File: config.mk
export PLATFORM = sky130hd
export DESIGN_NAME = mem_access_ctrl
export DESIGN_NICKNAME = d
export VERILOG_FILES = /design/src/rtl/mem_access_ctrl.sv
export SDC_FILE = /design/constraint.sdc
export NUM_CORES = 1
export LEC_CHECK = 0
export ABC_AREA = 1
export CAP_MARGIN = 10
export CELL_PAD_IN_SITES_DETAIL_PLACEMENT = 1
export CELL_PAD_IN_SITES_GLOBAL_PLACEMENT = 2
export CORE_MARGIN = 5
export CORE_UTILIZATION = 30
export CTS_BUF_LIST = sky130_fd_sc_hd__clkbuf_8
export DETAILED_ROUTE_END_ITERATION = 8
export GPL_TIMING_DRIVEN = 0
export MAX_ROUTING_LAYER = met4
export PLACE_DENSITY = 0.92
export SLEW_MARGIN = 20
export SYNTH_ARGS = -nofsm -noshare
export SYNTH_HDL_FRONTEND = slang
export SYNTH_SLANG_ARGS = --single-unit
File: constraint.sdc
create_clock -name clk -period 8.83 [get_ports clk]
set_input_delay 1.766 -clock clk [delete_from_list [all_inputs] [get_ports clk]]
set_output_delay 1.766 -clock clk [all_outputs]
set_load 0.05 [all_outputs]
File: src/rtl/mem_access_ctrl.sv
// mem_access_ctrl: MEM-stage load/store to data-cache request controller with stall hold and load-return tagging
//   clk, rst          : clock, synchronous active-high reset
//   req_valid, opcode, addr, store_data : MEM-stage memory op
//   dc_stall          : cache cannot accept a request this cycle
//   dc_addr/dc_re/dc_we/dc_din : word-aligned cache request, big-endian byte enables
//   mem_stall         : freeze upstream pipeline
//   misaligned        : combinational alignment exception
//   ld_valid/ld_opcode/ld_byte_offset : registered tag aligned with cache read data
//   timeout_err       : sticky stall-timeout flag
module mem_access_ctrl #(
  parameter int STALL_TIMEOUT = 255
) (
  input  logic        clk,
  input  logic        rst,
  input  logic        req_valid,
  input  logic [5:0]  opcode,
  input  logic [31:0] addr,
  input  logic [31:0] store_data,
  input  logic        dc_stall,
  output logic [31:0] dc_addr,
  output logic        dc_re,
  output logic [3:0]  dc_we,
  output logic [31:0] dc_din,
  output logic        mem_stall,
  output logic        misaligned,
  output logic        ld_valid,
  output logic [5:0]  ld_opcode,
  output logic [1:0]  ld_byte_offset,
  output logic        timeout_err
);
  localparam logic [5:0] LB = 6'h20, LH = 6'h21, LW = 6'h23, LBU = 6'h24, LHU = 6'h25;
  localparam logic [5:0] SB = 6'h28, SH = 6'h29, SW = 6'h2B;
  localparam int CW = $clog2(STALL_TIMEOUT + 1);
  localparam logic [CW-1:0] TMAX = CW'(STALL_TIMEOUT);
  typedef enum logic {IDLE, HOLD} state_e;
  state_e state_q, state_d;
  logic [31:0] hold_addr_q, hold_addr_d, hold_din_q, hold_din_d;
  logic [3:0]  hold_we_q, hold_we_d;
  logic        hold_re_q, hold_re_d;
  logic [5:0]  hold_op_q, hold_op_d;
  logic [1:0]  hold_off_q, hold_off_d;
  logic [CW-1:0] cnt_q, cnt_d;
  logic        timeout_q, timeout_d;
  logic        ld_valid_q, ld_valid_d;
  logic [5:0]  ld_opcode_q, ld_opcode_d;
  logic [1:0]  ld_off_q, ld_off_d;
  logic        is_load, is_store, need_h, need_w, aligned, op_ok;
  logic [31:0] req_addr, req_din;
  logic [3:0]  req_we;
  always_comb begin
    is_load  = opcode inside {LB, LH, LW, LBU, LHU};
    is_store = opcode inside {SB, SH, SW};
    need_h   = opcode inside {LH, LHU, SH};
    need_w   = opcode inside {LW, SW};
    aligned  = !(need_h && addr[0]) && !(need_w && |addr[1:0]);
    op_ok    = req_valid && (is_load || is_store) && aligned;
    req_addr = {addr[31:2], 2'b00};
    req_we   = (opcode == SB) ? (4'b1000 >> addr[1:0]) :
               (opcode == SH) ? (addr[1] ? 4'b0011 : 4'b1100) :
               (opcode == SW) ? 4'b1111 : 4'b0000;
    req_din  = (opcode == SB) ? {4{store_data[7:0]}} :
               (opcode == SH) ? {2{store_data[15:0]}} :
               (opcode == SW) ? store_data : 32'h0;
  end
  always_comb begin
    state_d     = state_q;
    hold_addr_d = hold_addr_q;
    hold_din_d  = hold_din_q;
    hold_we_d   = hold_we_q;
    hold_re_d   = hold_re_q;
    hold_op_d   = hold_op_q;
    hold_off_d  = hold_off_q;
    cnt_d       = cnt_q;
    timeout_d   = timeout_q;
    ld_valid_d  = 1'b0;
    ld_opcode_d = 6'h00;
    ld_off_d    = 2'b00;
    dc_addr     = req_addr;
    dc_re       = 1'b0;
    dc_we       = 4'b0000;
    dc_din      = 32'h0;
    mem_stall   = 1'b0;
    misaligned  = 1'b0;
    if (rst) begin
      state_d   = IDLE;
      cnt_d     = '0;
      timeout_d = 1'b0;
    end else if (state_q == IDLE) begin
      misaligned = req_valid && (is_load || is_store) && !aligned;
      dc_re      = op_ok && is_load;
      dc_we      = op_ok ? req_we : 4'b0000;
      dc_din     = op_ok ? req_din : 32'h0;
      mem_stall  = op_ok && dc_stall;
      if (op_ok && dc_stall) begin
        state_d     = HOLD;
        hold_addr_d = req_addr;
        hold_re_d   = is_load;
        hold_we_d   = req_we;
        hold_din_d  = req_din;
        hold_op_d   = opcode;
        hold_off_d  = addr[1:0];
        cnt_d       = CW'(1);
        timeout_d   = timeout_q | (TMAX == CW'(1));
      end else if (op_ok && is_load) begin
        ld_valid_d  = 1'b1;
        ld_opcode_d = opcode;
        ld_off_d    = addr[1:0];
      end
    end else begin
      dc_addr   = hold_addr_q;
      dc_re     = hold_re_q;
      dc_we     = hold_we_q;
      dc_din    = hold_din_q;
      mem_stall = dc_stall;
      if (dc_stall) begin
        cnt_d     = (cnt_q == TMAX) ? cnt_q : cnt_q + CW'(1);
        timeout_d = timeout_q | (cnt_d == TMAX);
      end else begin
        state_d     = IDLE;
        cnt_d       = '0;
        ld_valid_d  = hold_re_q;
        ld_opcode_d = hold_re_q ? hold_op_q : 6'h00;
        ld_off_d    = hold_re_q ? hold_off_q : 2'b00;
      end
    end
  end
  always_ff @(posedge clk) begin
    if (rst) begin
      state_q     <= IDLE;
      cnt_q       <= '0;
      timeout_q   <= 1'b0;
      ld_valid_q  <= 1'b0;
      ld_opcode_q <= 6'h00;
      ld_off_q    <= 2'b00;
    end else begin
      state_q     <= state_d;
      cnt_q       <= cnt_d;
      timeout_q   <= timeout_d;
      ld_valid_q  <= ld_valid_d;
      ld_opcode_q <= ld_opcode_d;
      ld_off_q    <= ld_off_d;
    end
    hold_addr_q <= hold_addr_d;
    hold_din_q  <= hold_din_d;
    hold_we_q   <= hold_we_d;
    hold_re_q   <= hold_re_d;
    hold_op_q   <= hold_op_d;
    hold_off_q  <= hold_off_d;
  end
  assign ld_valid       = ld_valid_q;
  assign ld_opcode      = ld_opcode_q;
  assign ld_byte_offset = ld_off_q;
  assign timeout_err    = timeout_q;
endmodule

==> results_dict.tcl <==
set metrics [dict create \
    rr_endpoint "hold_addr_q[15]" \
    seqPwrFrac_pct 52.3 \
    fin_crit_sh_pct 72.7 \
    status "complete, no violations" \
    ys_warn_count 0 \
    worstHoldPathCells 2 \
    post-cts-setup-buffers 0 \
    p_clk_share_pct 33.6 \
    drv_slew 0 \
    path_clk_slew_ns 0.09 \
    clock_path_buffers 2 \
    cts_tree "done" \
    final-seq-area_sq_mm 0.00263 \
    route.vias.total 4248 \
    dr.pass1.iters 4 \
    max_freq_mhz 156 \
    r2r_start "state_q" \
    r2r_setup_slack_ns 6.37 \
    synth_cell_type_count 37 \
    dominantRegCellSynth "edfxtp_1" \
    p_int_w 0.000667 \
    use_met3_pct 4.04 \
    max_slew.worst_pin.slew_ns 0.790 \
    dpl.hpwl_um 12100 \
    grtUsageMet1_pct 21.4 \
    numClockSinks 94 \
    grt_pass1_wl_um 24200 \
    cts-resized-gates 0 \
    swShare_pct 27.0 \
    cts_root_buffer "clkbuf_8" \
    clock_skew_ns 0.0223 \
    cts-htree-levels 3 \
    drc_errors 0 \
    nFillCells 1839 \
    gp_congestion 0.820 \
    routedWlPerCell_um 17.5 \
    fin_area_sq_mm 0.00690 \
    dieWidth_um 137 \
    p_switching_w 0.000247 \
    avgSynthCellArea_sq_um 9.54 \
    crit_path_max_fanout 10 \
    wirelength_um 15600 \
    setup_viol 0 \
    peakVddDrop_mv 0.0716 \
    via_per_inst 4.76 \
    rows 46 \
    finalNetCount 746 \
    synth_edf_count 75 \
    grt-busiest-layer "met2" \
    worstHoldEndpoint "timeout_err" \
    yosysSeqAreaShare_pct 54.8 \
    synth_seq_cells 94 \
    multi_input_area_sq_mm 0.00183 \
    clock_latency_ns 0.39 \
    fin_setup_tns_ns 0 \
    die_h_um 137 \
    drt-initial-drc-count 201 \
    syn_area_sq_mm 0.00481 \
    worstPathRequired_ns 7.06 \
    port-buffer-count 152 \
    worstPathArrival_ns 4.65 \
    grt_pass1_vias 4630 \
    synth-async-reset-ratio_pct 0 \
    die_area_sq_mm 0.0187 \
    final_hold_viol_count 0 \
    coreArea_sq_mm 0.0158 \
    crit_type "input pin to output pin" \
    hold_path_class "flop to flop" \
    reg2reg_depth 5 \
    relSlewSlack_pct 47.1 \
    synth_cells 504 \
    grtUsageMet2_pct 28.0 \
    ant_nets 0 \
    cap_violations 0 \
    antenna_found_initial 1 \
    critPathLaunchType "input pin" \
    cts_hold_buf 0 \
    initial_core_util_pct 30.4 \
    leakagePower_nw 2.69 \
    grt_max_degree 24 \
    rsz0062_at_grt "false" \
    p_comb_share_pct 14.2 \
    grt.total_usage_pct 17.1 \
    area_growth_pct 43.5 \
    grt_overflow 0 \
    pin_count 155 \
    powerDensity_mw_per_mm2 132 \
    drive_gt1_share_pct 13.0 \
    numCtsBuffers 9 \
    dpl-instance-area_sq_mm 0.00669 \
    fin_crit_ns 6.42 \
    worstSetupEndpointType "output pin" \
    hold_start "timeout_err" \
]
-- worst max-delay path: stages --
cell,delay (ns)
clkdlybuf4s50_1,0.54
inv_1,0.09
nor2_2,0.17
nand2_2,0.14
nor2_4,0.27
nand2_4,0.13
clkinv_2,0.11
buf_6,0.15
or2_1,0.13
nand2_1,0.05
nand2_1,0.06
nand2_1,0.09
o21ai_2,0.13
clkdlybuf4s50_1,0.81
-- power groups by stage --
stage | combinational, W | clock (W) | sequential [W]
finish | 0.000129 | 0.000307 | 0.000477
global route | 0.000137 | 0.000331 | 0.000478
CTS | 0.000130 | 0.000314 | 0.000478
detailed placement | 0.000129 | 0 | 0.000488
global placement | 0.000126 | 0 | 0.000488
floorplan | 0.0000638 | 0 | 0.000488
-- cells by family after synthesis --
| family | Yosys count | share of synthesized area, % |
|---|---|---|
| AOI/OAI and AO/OA | 72 | 8.88 |
| xor gates and xnor gates | 1 | 0.182 |
| adders and majority gates | 1 | 0.260 |
| buffers and inverters | 84 | 7.47 |
| DFF | 94 | 54.8 |
| muxes | 30 | 7.03 |
| other | 1 | 0.0780 |
| and+or+nand+nor | 221 | 21.3 |
-- flip-flops by register name, summed over array words and instances (netlist names) --
name	flops
hold_off_q	2
hold_addr_q	30
hold_din_q	32
cnt_q	8
state_q	1
timeout_err	1
ld_valid	1
hold_we_q	4
ld_opcode	6
ld_byte_offset	2
hold_re_q	1
hold_op_q	6
-- through the flow --
stage	hold WS, ns	util (%)	setup WS, ns	total power, W	instances
5_1_grt	0.503	43.6	2.23	0.000945	893
6_report	0.465	43.6	2.41	0.000914	893
3_5_place_dp	0.456	42.3	2.42	0.000617	876
4_1_cts	0.471	43.6	2.40	0.000921	892
2_1_floorplan	0.440	-	2.69	0.000552	505
3_3_place_gp	0.444	41.7	0.522	0.000614	873
-- cells in the mapped netlist (3+ instances only) --
master	instances	share of area, %
nand4_1	6	0.78
nor2_1	22	1.7
mux2_2	30	7.0
o31ai_2	3	0.78
o21ai_1	21	2.2
nand2_1	110	8.6
or2_2	5	0.65
nand3_1	59	6.1
nor2_4	3	0.70
a21oi_1	17	1.8
buf_6	4	0.94
edfxtp_1	75	47
nor3_1	3	0.31
inv_2	3	0.23
inv_1	56	4.4
nand2_4	3	0.70
o31ai_1	8	1.2
dfxtp_1	19	7.9
nor2_2	3	0.39
clkbuf_1	13	1.0
o21ai_0	20	2.1
-- placed cells by master, fill, tap and decap left out, types with 9 or more instances in the layout --
cell type / synthesis / routed
a21oi_1: 17 / 17
clkbuf_1: 13 / 13
clkbuf_8: 0 / 9
clkdlybuf4s50_1: 0 / 152
dfxtp_1: 19 / 19
edfxtp_1: 75 / 75
inv_1: 56 / 56
mux2_2: 30 / 30
nand2_1: 110 / 110
nand3_1: 59 / 59
nor2_1: 22 / 21
o21ai_0: 20 / 20
o21ai_1: 21 / 21
-- worst max path at each step --
stage | from | slack, ns | cells past startpoint | to
final | opcode[3] | 2.41 | 14 | dc_din[29]
after global routing | opcode[3] | 2.23 | 14 | dc_din[29]
after CTS | opcode[3] | 2.40 | 14 | dc_din[29]
after global placement | opcode[1] | 0.52 | 9 | hold_addr_q[16]
after detailed placement | opcode[3] | 2.42 | 14 | dc_din[29]
after floorplan | opcode[5] | 2.69 | 7 | hold_addr_q[10]
-- layout make-up --
cell class / instances / area share [%]
clock buffer: 9 / 1.80
clock inverter: 7 / 1.12
antenna: 1 / 0.0363
multi-input combinational: 327 / 26.5
tap: 216 / 3.92
inverter: 61 / 3.37
buffer: 23 / 1.83
sequential: 94 / 38.2
timing repair buffer: 155 / 23.3
-- layer usage --
| layer | vias up | part of all wire, % | routed length [um] |
|---|---|---|---|
| met5 | - | 0 | 0 |
| met4 | 0 | 1.3 | 202 |
| met3 | 19 | 6.5 | 1020 |
| met2 | 133 | 48 | 7510 |
| met1 | 2044 | 44 | 6890 |
| li1 | 2052 | - | - |
Note: power is estimated with default switching activity, not from simulation.
==> RTL change (same settings) <==
The parameter `STALL_TIMEOUT` goes from 255 to 510.
--- a/src/rtl/mem_access_ctrl.sv
+++ b/src/rtl/mem_access_ctrl.sv
@@ -8,7 +8,7 @@
 //   ld_valid/ld_opcode/ld_byte_offset : registered tag aligned with cache read data
 //   timeout_err       : sticky stall-timeout flag
 module mem_access_ctrl #(
-  parameter int STALL_TIMEOUT = 255
+  parameter int STALL_TIMEOUT = 510
 ) (
   input  logic        clk,
   input  logic        rst,
Formal check against the unedited RTL: no difference found for any inputs over 4 cycles, from zero or initial values and one cycle with rst high; that may be too few to reach the edited logic, so the function may still have changed.
==> RTL change against the original RTL <==
Synthesized cell count down 1.4%. Non-clock buffer count unchanged. Cell area up 1.7%. Synthesized area up 2.2%. Wire length up 1.5%. Total power up 4.0%. Sequential cell count up 1. Setup slack worse by 56 ps. Sequential share of layout area down 0.37 points. Sequential power up 1%. Clock skew down 11 ps. Critical path type unchanged.
==> RTL change: results (changes against the original RTL) <==
outcome:
  status: "completed"
drt:
  drt_iter0_drc: 228  # +13%
  wl_met2_um: 8080  # +7.6%
global_route:
  met1_usage: 0.206  # -0.00869
  grtUsageMet3: 0.0472  # +0.00673
  antenna_found_initial: 0  # -1
  grt_max_degree: 26  # +8.3%
  grt_pass1_wl_um: 24800  # +2.6%
  grt_usage: 0.175  # +0.00458
yosys:
  synthTopCellsByCount: "nand2_1 (80), nand3_1 (79), edfxtp_1 (75), inv_1 (48), mux2_2 (30)"
  ys_seq_area_frac: 0.540  # -0.00792
  synth_cell_types: 40  # +8.1%
critical_path:
  critical_path_arrival_ps: 4710  # +60 ps
  critPathMaxStageDelay_ps: 870  # +60 ps
final_layout:
  drive_above_1_share: 0.142  # +0.0118
  antenna_cells: 0  # -1
  reg_top3: "hold_din_q: 32 flops, hold_addr_q: 30 flops, cnt_q: 9 flops"
  final_nets: 740  # -0.80%
  fin_cells: 885  # -0.90%
sta:
  worstMarginPinSlew_ps: 622  # -168 ps
  skew_ps: 11.2  # -11.0 ps
place:
  placedCellCount: 869  # -0.80%
  placed_area_um2: 6790  # +1.5%
  globalplace.congestion: 0.868  # +5.9%
power_and_ir_drop:
  p_leak_nw: 2.67  # -0.76%
## RTL change: cell count changes in the layout (fill, tap and decap cells not counted), sizes merged, moves of 6 or more
cell	change
o21ai	-9
nand3	+20
o22ai	+8
a21oi	+10
nand2	-31
or2	-6
## RTL change: layout make-up
class                           count  share of cell area
Sequential cell                    95               0.378
Multi-Input combinational cell    323               0.276
Timing Repair Buffer              155               0.228
Tap cell                          216              0.0385
Inverter                           57              0.0314
Clock buffer                        9              0.0177
Buffer                             23              0.0169
Clock inverter                      7              0.0143
## RTL change: cell families (layout without fill, tap and decap cells)
group	after synthesis	in the layout	synth area share
simple gates	205	205	0.205
xor+xnor	4	4	0.00713
mux	30	30	0.0687
fa+ha+maj	2	2	0.00509
flops	95	95	0.540
other cells	1	2	0.000763
compound gates	80	80	0.105
buf+inv	80	251	0.0690
## RTL change: report_power, final
part,switching (mW),internal [mW]
Sequential,0.000562,0.482
Clock,0.172,0.163
Combinational,0.0773,0.0556
Total,0.250,0.700
